$ cat src/rtl/btn_conditioner.sv
// Multi-channel pushbutton conditioner: per-bit two-flop synchronizer, stable-time
// debounce, press/release edge pulses and an auto-repeat pulse train for held buttons.
module btn_conditioner #(
  parameter int WIDTH           = 4,
  parameter int DEBOUNCE_CYCLES = 1000000,
  parameter int REPEAT_DELAY    = 50000000,
  parameter int REPEAT_PERIOD   = 10000000
) (
  input  logic             clk,
  input  logic             rst_n,
  input  logic [WIDTH-1:0] btn_raw,
  output logic [WIDTH-1:0] btn_level,
  output logic [WIDTH-1:0] btn_press,
  output logic [WIDTH-1:0] btn_release,
  output logic [WIDTH-1:0] btn_repeat
);

  localparam int CNT_W    = (DEBOUNCE_CYCLES > 2) ? $clog2(DEBOUNCE_CYCLES) : 1;
  localparam int HOLD_MAX = (REPEAT_DELAY > REPEAT_PERIOD) ? REPEAT_DELAY : REPEAT_PERIOD;
  localparam int HCNT_W   = (HOLD_MAX > 1) ? $clog2(HOLD_MAX + 1) : 1;

  localparam logic [CNT_W-1:0]  CNT_LAST  = CNT_W'(DEBOUNCE_CYCLES - 1);
  localparam logic [HCNT_W-1:0] DELAY_V   = HCNT_W'(REPEAT_DELAY);
  localparam logic [HCNT_W-1:0] PERIOD_V  = HCNT_W'(REPEAT_PERIOD);
  localparam bit                REPEAT_EN = (REPEAT_DELAY != 0);

  logic [WIDTH-1:0] s1_r;
  logic [WIDTH-1:0] s2_r;
  logic [WIDTH-1:0] level_r;
  logic [WIDTH-1:0] level_d_r;
  logic [WIDTH-1:0] rep_r;
  logic [WIDTH-1:0] level_nxt_s;
  logic [WIDTH-1:0] rep_nxt_s;

  // Two-flop synchronizer for the asynchronous button inputs
  always_ff @(posedge clk or negedge rst_n) begin
    if (!rst_n) begin
      s1_r <= {WIDTH{1'b0}};
      s2_r <= {WIDTH{1'b0}};
    end else begin
      s1_r <= btn_raw;
      s2_r <= s1_r;
    end
  end

  // Debounced level, its delayed copy and the look-ahead repeat pulse register
  always_ff @(posedge clk or negedge rst_n) begin
    if (!rst_n) begin
      level_r   <= {WIDTH{1'b0}};
      level_d_r <= {WIDTH{1'b0}};
      rep_r     <= {WIDTH{1'b0}};
    end else begin
      level_r   <= level_nxt_s;
      level_d_r <= level_r;
      rep_r     <= rep_nxt_s;
    end
  end

  for (genvar i = 0; i < WIDTH; i++) begin : g_ch
    logic [CNT_W-1:0]  cnt_r;
    logic [CNT_W-1:0]  cnt_nxt_s;
    logic              lvl_nxt_s;
    logic [HCNT_W-1:0] hcnt_r;
    logic [HCNT_W-1:0] hcnt_nxt_s;
    logic              first_r;
    logic              first_nxt_s;
    logic              pulse_nxt_s;

    // Stable-time debounce: any return of s2 to the current level restarts the count
    always_comb begin
      cnt_nxt_s = cnt_r;
      lvl_nxt_s = level_r[i];
      if (s2_r[i] == level_r[i]) begin
        cnt_nxt_s = {CNT_W{1'b0}};
      end else if (cnt_r == CNT_LAST) begin
        lvl_nxt_s = s2_r[i];
        cnt_nxt_s = {CNT_W{1'b0}};
      end else begin
        cnt_nxt_s = cnt_r + CNT_W'(1);
      end
    end

    // Hold counter and phase flag; repeat is registered one cycle ahead so the
    // output comes straight from a flop and lands in the cycle hcnt hits its target
    always_comb begin
      hcnt_nxt_s  = hcnt_r;
      first_nxt_s = first_r;
      pulse_nxt_s = 1'b0;
      if (level_r[i] && !level_d_r[i]) begin
        hcnt_nxt_s  = HCNT_W'(1);
        first_nxt_s = 1'b1;
      end else if (level_r[i]) begin
        if (!REPEAT_EN) begin
          hcnt_nxt_s = hcnt_r;
        end else if (first_r && (hcnt_r == DELAY_V)) begin
          hcnt_nxt_s  = HCNT_W'(1);
          first_nxt_s = 1'b0;
        end else if (!first_r && (hcnt_r == PERIOD_V)) begin
          hcnt_nxt_s = HCNT_W'(1);
        end else begin
          hcnt_nxt_s = hcnt_r + HCNT_W'(1);
        end
      end else begin
        hcnt_nxt_s  = {HCNT_W{1'b0}};
        first_nxt_s = 1'b1;
      end

      if (lvl_nxt_s && !level_r[i]) begin
        pulse_nxt_s = 1'b1;
      end else if (lvl_nxt_s && REPEAT_EN) begin
        pulse_nxt_s = first_nxt_s ? (hcnt_nxt_s == DELAY_V) : (hcnt_nxt_s == PERIOD_V);
      end else begin
        pulse_nxt_s = 1'b0;
      end
    end

    // Per-channel counter state
    always_ff @(posedge clk or negedge rst_n) begin
      if (!rst_n) begin
        cnt_r   <= {CNT_W{1'b0}};
        hcnt_r  <= {HCNT_W{1'b0}};
        first_r <= 1'b1;
      end else begin
        cnt_r   <= cnt_nxt_s;
        hcnt_r  <= hcnt_nxt_s;
        first_r <= first_nxt_s;
      end
    end

    assign level_nxt_s[i] = lvl_nxt_s;
    assign rep_nxt_s[i]   = pulse_nxt_s;
  end

  assign btn_level   = level_r;
  assign btn_press   = level_r & ~level_d_r;
  assign btn_release = ~level_r & level_d_r;
  assign btn_repeat  = rep_r;

endmodule
$ cat config.mk
export PLATFORM = sky130hd
export DESIGN_NAME = btn_conditioner
export DESIGN_NICKNAME = d
export VERILOG_FILES = /design/src/rtl/btn_conditioner.sv
export SDC_FILE = /design/constraint.sdc
export NUM_CORES = 1
export LEC_CHECK = 0
export BUFFER_PORTS_ARGS = -buffer_cell sky130_fd_sc_hd__buf_2
export CORE_ASPECT_RATIO = 2
export CORE_MARGIN = 8
export CORE_UTILIZATION = 40
export CTS_CLUSTER_DIAMETER = 80
export DETAILED_ROUTE_END_ITERATION = 16
export SETUP_SLACK_MARGIN = 0.05
export SLEW_MARGIN = 20
export SYNTH_ARGS = -nofsm -noshare
export SYNTH_HDL_FRONTEND = slang
export SYNTH_SLANG_ARGS = --single-unit
$ cat constraint.sdc
create_clock -name clk -period 2.5 [get_ports clk]
set_input_delay 0.25 -clock clk [delete_from_list [all_inputs] [get_ports clk]]
set_output_delay 0.25 -clock clk [all_outputs]
set_load 0.01 [all_outputs]
==> impl_metrics.csv, run 1 <==
group,metric,value,unit
placement,portBuffers,21,
yosys,synthArstFlopShare,100,%
cts,clock_latency,510,ps
yosys,synth_seq_cells,208,
global_route,grt_pass1_wl,43500,um
worst_setup_path,cp.arrival,2850,ps
yosys,synth_cell_types,69,
global_route,antenna_found_initial,0,
placement,place_ws,-33.3,ps
floorplan,pin_count,22,
timing,layout_setup_ws,72.0,ps
floorplan,rows,87,
yosys,synth_top_area_share,45.4,%
placement,dpl_cell_area,12300,sq um
cts,cts.sink_count,208,
routing,wire_per_inst,15.1,um
floorplan,start_util,40.2,%
timing,period_share,97.1,%
worst_setup_path,cp-startpoint,"g_ch[3].hcnt_r[6]",
worst_setup_path,end_kind,"register",
global_route,grt_max_degree,65,
timing,fin_worst_skew,11.8,ps
pwr,p_total,0.00692,W
cts,cts.reportedPaths.clkPinSlew,60,ps
placement,dp_hpwl,17900,um
placement,routabilityCongestion,0.893,
floorplan,core-area,28000,sq um
timing,fmax,412,MHz
timing,hold_violations,0,
yosys,netlist_area,11200,sq um
yosys,post-synth-top-count-cell,"dfrtp_1",
layout,drive_gt1_share,15.9,%
global_route,grt_pass1_vias,9108,
yosys,synth_edf_count,0,
yosys,synthesis.nets,1240,
cts,htreeDepth,1,
worst_setup_path,path_max_fanout,5,
routing,drt_first_pass_iters,5,
yosys,avgSynthCellArea,9.20,sq um
layout,final_area,13300,sq um
worst_setup_path,critPathRequiredTime,2920,ps
routing,num_vias,9156,
routing,ant_nets,0,
cts,clockBufferDepth,3,
routing,drt_iter0_markers,560,
cts,root_buffer,"clkbuf_16",
global_route,grt_use_total,15.1,%
timing,setup_viol,0,
yosys,synth_top_flop_cell,"dfrtp_1",
layout,final_nets,1338,
routing,routed_wirelength,25500,um
floorplan,fp.dieH,253,um
timing,slew_violations,0,
yosys,ys_seq_area_share,46.3,%
pwr,leakagePower,5.40,nW
routing,via_per_inst,5.41,
worst_setup_path,crit_type,"register to register",
cts,cts_tree,"done",
floorplan,chipWidth,135,um
pwr,power_density,519,nW/um^2
timing,min_period,2430,ps
status,status,"complete, no violations",
yosys,synth.largest_area_cell,"dfrtp_1",
layout,num-fill-cells,2626,
layout,final-seq-area,5220,sq um
worst_setup_path,reg2reg_from,"g_ch[3].hcnt_r[6]",
timing,slew_headroom,66.5,%
timing,worst_pin_slew,502,ps
yosys,yosys-top-cells-count,"dfrtp_1, nor2_1, nand2_1",
flow_run,drv_cap,0,
hold_path,hold_path_class,"input port to async pin",
worst_setup_path,start_kind,"register",
routing,drcViolationCount,0,
pwr,vdd_ir_drop_max,569,uV
yosys,synth_area_leaders,"dfrtp_1, nor2_1, xor2_1",
yosys,synthCells,1222,
cts,cts_buffers,22,
layout,n_antenna_cell,0,
timing,rsz0062_at_grt,"yes",
layout,syn_to_final_growth,18.5,%
global_route,overflow,0,
layout,multiInputGateArea,5820,sq um
yosys,yosysWarnings,0,
floorplan,die-area,34100,sq um
## layout by cell type, fill, tap and decap left out, drive strengths merged, types with 4 or more instances in the layout
master and count:
dfrtp 204, nor2 197, buf 125, nand2 86, xor2 80, nand3 75, xnor2 73, nand4 53
inv 41, nor3 37, clkbuf 33, o21ai 32, and3 26, a21oi 25, and4 24, or3 18
and2 18, nor4 17, or4 14, ha 12, nor2b 10, mux2i 10, nor4b 10, nand2b 9
nor4bb 9, a211oi 7, nor3b 6, nand3b 6, o31ai 5, dlygate4sd3 5, or2 5, a31oi 4
dfstp 4
## cells by family (layout without fill, tap and decap cells)
group | count (synthesis) | after routing | synth area share, %
and+or+nand+nor | 628 | 628 | 29.3
DFF | 208 | 208 | 46.3
xor gates and xnor gates | 153 | 153 | 11.9
AOI/OAI and AO/OA | 111 | 111 | 6.53
buffers and inverters | 97 | 210 | 3.38
muxes | 13 | 13 | 1.19
adders and majority gates | 12 | 12 | 1.34
## stage by stage
step                utilization (%)  hold WS [ps]  TNS [ps]  instances
floorplan                         -         -45.6         0       1222
global placement               44.0           225     -10.7       1636
detailed placement             44.0           225     -42.2       1636
CTS                            47.1           298         0       1685
global route                   47.6           332      -125       1691
finish                         47.6           275         0       1691
## where the power goes
group	internal (W)	leakage [nW]	switching [W]
registers	0.00339	2.85	0.0000174
logic	0.0000379	2.20	0.000102
clock network	0.00203	0.356	0.00134
## worst max-delay path, cell delays in order, from the launching register on
cell	delay, ps
dfrtp_1	400
nand4_4	140
or4_4	600
nor2_4	130
xnor2_2	90
or4_1	430
a221o_1	360
o32ai_2	190
## registers in the layout, summed over array words and instances (netlist names)
register      flops
btn_level         4
btn_repeat        4
g_ch.cnt_r       80
g_ch.first_r      4
g_ch.hcnt_r     104
level_d_r         4
s1_r              4
s2_r              4
## final cells by class
type                            instances  share of cell area, %
Tap cell                              356                   3.34
Timing Repair Buffer                  130                   7.19
Inverter                               41                   1.15
Clock buffer                           33                   4.68
Sequential cell                       208                   39.2
Clock inverter                          6                  0.817
Multi-Input combinational cell        917                   43.6
## path summary, 6_finish.rpt
kind,slack (ps),to,cells past startpoint
max in group asynchronous,1380,g_ch[0].first_r,3
max reg2reg,70,btn_repeat[3],7
min in group clk,350,s2_r[0],0
min,280,g_ch[3].hcnt_r[18],2
max,70,btn_repeat[3],7
min reg2reg,350,s2_r[0],0
## per-layer routing
| layer | GRT usage (%) | routed length (um) | vias to the layer above |
|---|---|---|---|
| met5 | 0 | 0 | - |
| met4 | 5.74 | 631 | 0 |
| met3 | 2.09 | 966 | 44 |
| met2 | 24.5 | 12100 | 153 |
| met1 | 19.9 | 11700 | 4493 |
| li1 | - | - | 4466 |
## what timing repair did
action,4_1_cts,5_1_grt
hold buffers,5,0
resized for setup,11,31
endpoints found under the hold margin,63,0
setup buffers,5,6
endpoints found under the setup margin,3,4
pin swaps,8,3
(Power assumes the default switching activity.)
==> run 2: changes to the inputs <==
ABC_AREA = 1   (was default)
CORE_UTILIZATION = 58   (was 40)
PLACE_DENSITY = 0.77   (was default)
==> run 2 against run 1 <==
First-iteration DRC count grew 63%. Critical endpoint is now g_ch[1].cnt_r[16]. Die area decreased by 20%. Clock skew about the same. Utilization increased by 17 points. Critical path depth increased by 5. Register-to-register slack gained 200 ps. Sequential share of layout area fell by 2.4 points. Hold slack gained 22 ps. Final cell count increased by 28%. Via count is 25% higher. Area after synthesis is 14% higher. Global-route usage is 7.9 points higher.
==> impl_metrics.csv, run 2 <==
group,metric,value,unit
cts,clockBufferDepth,3,
yosys,post-synth-top-count-cell,"nand2_1",
yosys,synthesis.nets,1839,
placement,place_ws,306,ps
worst_setup_path,critPathRequiredTime,2890,ps
floorplan,pin_count,22,
timing,slew_headroom,61.4,%
timing,fmax,449,MHz
routing,via_per_inst,5.26,
pwr,vdd_ir_drop_max,613,uV
floorplan,die-area,27300,sq um
worst_setup_path,start_kind,"register",
worst_setup_path,critPathMaxStageDelay,370,ps
yosys,synth_seq_cells,208,
pwr,leakagePower,6.75,nW
hold_path,hold_path_class,"input port to async pin",
global_route,antenna_found_initial,0,
yosys,avgSynthCellArea,7.02,sq um
routing,ant_nets,0,
layout,final_area,14200,sq um
global_route,grt_max_degree,74,
routing,wl_met2,14100,um
layout,layout_commonest_cell,"nand2_1",
cts,cts.reportedPaths.clkPinSlew,60,ps
yosys,synth_top_flop_cell,"dfrtp_1",
timing,rsz0062_at_grt,"no",
timing,setup_viol,0,
cts,clock_latency,510,ps
yosys,synth_cell_types,45,
timing,tns,0,ps
flow_run,drv_cap,0,
worst_setup_path,r2r_slack,270,ps
cts,cts.sink_count,208,
routing,drt_iter0_markers,910,
routing,drt_first_pass_iters,6,
yosys,synth_top_area_share,39.9,%
routing,met3_length,1460,um
worst_setup_path,cp.arrival,2620,ps
layout,syn_to_final_growth,10.8,%
worst_setup_path,reg2reg_depth,12,
layout,layout_common_cells,"nand2_1, nor2_1, inv_1, dfrtp_1, nand3_1",
layout,final_util,64.8,%
timing,min_period,2230,ps
yosys,yosysWarnings,0,
layout,reg_top3,"g_ch.hcnt_r x104, g_ch.cnt_r x80",
cts,root_buffer,"clkbuf_16",
yosys,synthArstFlopShare,100,%
timing,slew_violations,0,
placement,dpl_cell_area,13300,sq um
timing,period_share,89.0,%
placement,portBuffers,21,
global_route,grt_pass1_vias,11300,
worst_setup_path,slowest_stage,"dfrtp_1",
global_route,grt_use_total,23.0,%
yosys,yosys-top-cells-count,"nand2_1, nor2_1, inv_1",
routing,drcViolationCount,0,
worst_setup_path,path_cells,"ha_1 -> nand3_1 -> nor2_2 -> nand2_1 -> nor3_2 -> nand2_1 -> nor2_2 -> nand3_2 -> nor3_4 -> nand2_1 -> o21ai_0 -> a21oi_1",
placement,dp_hpwl,22500,um
global_route,grt_pass1_wl,52500,um
floorplan,core-area,21900,sq um
timing,hold_violations,0,
layout,largest_reg_flops,104,
cts,htreeDepth,1,
routing,highest_layer,"met4",
yosys,synth_area_leaders,"dfrtp_1, nand2_1, nor2_1",
yosys,ys_seq_area_share,40.8,%
worst_setup_path,end_kind,"register",
floorplan,fp.dieH,226,um
layout,regMostFlops,"g_ch.hcnt_r",
yosys,synth_edf_count,0,
worst_setup_path,crit_path_frequent_cell,"nand2_1",
routing,routedLengthMet1,13600,um
worst_setup_path,path_max_fanout,4,
timing,layout_setup_ws,274,ps
worst_setup_path,crit_type,"register to register",
routing,routed_wirelength,30000,um
routing,wire_per_inst,13.8,um
yosys,netlist_area,12800,sq um
floorplan,chipWidth,121,um
floorplan,start_util,58.5,%
layout,final_nets,1898,
floorplan,rows,77,
routing,num_vias,11400,
placement,routabilityCongestion,0.949,
global_route,overflow,0,
pwr,power_density,492,nW/um^2
timing,worst_pin_slew,579,ps
timing,fin_worst_skew,11.8,ps
yosys,synth.largest_area_cell,"dfrtp_1",
layout,drive_gt1_share,11.0,%
cts,cts_buffers,21,
status,status,"complete, no violations",
yosys,synthCells,1821,
cts,cts_tree,"done",
layout,n_antenna_cell,0,
[run 2: cell count changes in the layout (fill, tap and decap cells not counted), moves of 22 or more]
| cell | before | now |
|---|---|---|
| inv_1 | 41 | 289 |
| a21oi_1 | 24 | 47 |
| nor2_1 | 195 | 323 |
| and4_1 | 22 | 0 |
| nor2_2 | 0 | 43 |
| and3_1 | 25 | 3 |
| nand2_1 | 85 | 442 |
| buf_4 | 103 | 16 |
| xnor2_1 | 71 | 10 |
| xor2_1 | 80 | 45 |
| nand3_1 | 73 | 128 |
| nand2_2 | 1 | 27 |
[run 2: power breakdown]
| part | switching, W | internal, W |
|---|---|---|
| Combinational | 0.000111 | 0.0000449 |
| Clock | 0.00133 | 0.00207 |
| Sequential | 0.0000156 | 0.00339 |
[run 2: final cells by class]
type	instances	area (sq um)
inverter	305	1140
timing repair buffer	43	305
sequential	208	5210
clock inverter	8	146
clock buffer	28	592
multi-input combinational	1301	6420
tap	276	345
fill	1936	7700
[run 2: metrics by stage]
step / hold slack [ps] / instances / total power (W)
after CTS: 309 / 2168 / 0.00706
after floorplan: -45.6 / 1821 / 0.00352
final: 297 / 2169 / 0.00697
after global placement: 250 / 2127 / 0.00362
after global routing: 346 / 2169 / 0.00721
after detailed placement: 256 / 2127 / 0.00362
[run 2: final timing paths]
| check | startpoint | to |
|---|---|---|
| min | rst_n | g_ch[0].hcnt_r[1] |
| max reg2reg | g_ch[1].cnt_r[0] | g_ch[1].cnt_r[16] |
| min reg2reg | s1_r[2] | s2_r[2] |
| min in group clk | s1_r[2] | s2_r[2] |
| max | g_ch[1].cnt_r[0] | g_ch[1].cnt_r[16] |
| max in group asynchronous | rst_n | g_ch[2].first_r |
[run 2: cell families (layout without fill, tap and decap cells)]
group           count (synthesis)  in the layout  synth area share [%]
flops                         208            208                  40.8
xor+xnor                       56             56                  3.90
buf+inv                       313            384                  9.24
fa+ha+maj                      12             12                  1.17
simple gates                 1122           1123                  40.0
compound gates                110            110                  4.89
[run 2: per-layer routing]
metal	vias to the layer above	track usage [%]
li1	5813	-
met1	5253	30.4
met2	264	37.6
met3	70	3.03
met4	0	8.56
met5	-	0
[run 2: critical path, delay by kind of cell (launching register included)]
family,cells,cell delay (ps)
and+or+nand+nor,9,1330
AOI/OAI and AO/OA,2,210
adders and majority gates,1,190
DFF,1,370
[run 2: what timing repair did]
item,in CTS,in global routing
hold endpoints to repair,69,0
hold buffers,5,0
endpoints found under the setup margin,0,3
setup buffers,0,0
resized for setup,0,5
==> run 3: changes to the inputs <==
CORE_ASPECT_RATIO = 0.9   (was 2)
==> run 3 against run 2 <==
Flip-flop and latch count is the same. Register-to-register slack worse by 50 ps. Final cell count grew 1.1%. Final area up 0.58%. Highest routed layer unchanged. Via count grew 1.7%. Critical endpoint is now btn_repeat[1].
==> impl_metrics.csv, run 3 (synthesized netlist as in run 2, its figures left out) <==
group,metric,value,unit
layout,num-fill-cells,1851,
status,status,"complete, no violations",
layout,fin_cells,2192,
placement,dp_hpwl,22700,um
flow_run,drv_cap,0,
worst_setup_path,critPathRequiredTime,2960,ps
cts,cts.sink_count,208,
timing,fin_worst_skew,14.1,ps
routing,drt_iter0_markers,1014,
cts,root_buffer,"clkbuf_16",
cts,cts_tree,"done",
worst_setup_path,cp.arrival,2740,ps
pwr,p_total,0.00708,W
floorplan,chipWidth,173,um
timing,fmax,439,MHz
timing,tns,0,ps
global_route,grt_pass1_wl,52200,um
placement,routabilityCongestion,0.977,
layout,largest_reg_flops,104,
global_route,grt_max_degree,65,
routing,wire_per_inst,13.9,um
global_route,overflow,0,
timing,min_period,2280,ps
cts,clockBufferDepth,3,
pwr,power_density,497,nW/um^2
floorplan,core-area,21600,sq um
worst_setup_path,crit_type,"register to register",
pwr,leakagePower,6.79,nW
timing,worst_pin_slew,521,ps
global_route,antenna_found_initial,0,
floorplan,pin_count,22,
timing,hold_ws,260,ps
layout,final_nets,1901,
worst_setup_path,start_kind,"register",
routing,num_vias,11600,
placement,portBuffers,21,
routing,ant_nets,0,
hold_path,hold_path_class,"input port to async pin",
routing,drcViolationCount,0,
global_route,grt_pass1_vias,11000,
worst_setup_path,path_max_fanout,5,
layout,reg_top3,"g_ch.hcnt_r x104, g_ch.cnt_r x80",
timing,slew_violations,0,
layout,syn_to_final_growth,11.4,%
cts,cts_buffers,24,
timing,slew_headroom,65.3,%
routing,routed_wirelength,30400,um
layout,drive_gt1_share,11.2,%
worst_setup_path,end_kind,"register",
layout,n_antenna_cell,0,
layout,regMostFlops,"g_ch.hcnt_r",
floorplan,die-area,27100,sq um
pwr,vdd_ir_drop_max,577,uV
cts,htreeDepth,1,
cts,cts.reportedPaths.clkPinSlew,60,ps
cts,clock_latency,520,ps
floorplan,start_util,59.1,%
global_route,grt_use_total,22.7,%
routing,drt_first_pass_iters,5,
layout,layout_common_cells,"nand2_1, nor2_1, inv_1, dfrtp_1, nand3_1",
routing,via_per_inst,5.29,
timing,setup_viol,0,
placement,dp.cells,2141,
floorplan,fp.dieH,157,um
timing,period_share,91.2,%
timing,hold_violations,0,
timing,rsz0062_at_grt,"yes",
floorplan,rows,51,
layout,layout_commonest_cell,"nand2_1",
## run 3: layout make-up
class	count	area, sq um	area share (%)
flip-flops and latches	208	5210	36.6
inverters	305	1140	8.04
well taps	291	364	2.56
clock inverters	9	114	0.799
repair buffers	44	325	2.28
multi-input cells	1300	6410	45.0
clock buffers	35	682	4.79
## run 3: worst max-delay path, cell delays in order (launching register included)
cell	delay (ps)
dfrtp_1	420
ha_1	240
nand3_1	140
inv_2	130
nand3b_1	150
nor2_1	250
nand2_1	80
nand2_1	100
nand2_1	60
nor2_1	100
nand3_1	90
nor2_1	150
nand3_1	100
nor2_1	100
nor2_1	50
nor2_1	80
## run 3: report_power, final
group / total, W / internal (W) / switching (W) / leakage [nW]
Clock: 0.00351 / 0.00211 / 0.00140 / 0.392
Combinational: 0.000157 / 0.0000450 / 0.000112 / 3.53
Sequential: 0.00341 / 0.00339 / 0.0000168 / 2.86
Total: 0.00708 / 0.00554 / 0.00153 / 6.79
## run 3: final timing paths
path | from | to | slack (ps) | depth (start not counted)
min in group clk | s1_r[3] | s2_r[3] | 350 | 0
hold reg to reg | s1_r[3] | s2_r[3] | 350 | 0
setup reg to reg | g_ch[1].hcnt_r[0] | btn_repeat[1] | 220 | 15
hold / removal | rst_n | g_ch[3].hcnt_r[6] | 260 | 2
setup / recovery | g_ch[1].hcnt_r[0] | btn_repeat[1] | 220 | 15
max in group asynchronous | rst_n | g_ch[2].first_r | 1460 | 3
## run 3: metrics by stage
step / util [%] / setup slack (ps) / area, sq um
2_1_floorplan: - / 624 / 12800
3_3_place_gp: 61.8 / 253 / 13400
3_5_place_dp: 61.8 / 215 / 13400
4_1_cts: 65.7 / 202 / 14200
5_1_grt: 65.9 / 45.8 / 14200
6_report: 65.9 / 220 / 14200
## run 3: layer usage
layer	track usage [%]	vias to the layer above	routed length, um
li1	-	5832	-
met1	31.9	5402	14500
met2	36.2	311	13600
met3	3.59	51	1770
met4	5.38	0	576
met5	0	-	0
## run 3: timing repair
item / CTS / global route
setup endpoints to repair: 0 / 5
buffers inserted: 0 / 2
endpoints found under the hold margin: 63 / 0
hold buffers: 5 / 0
gates resized for setup: 0 / 3
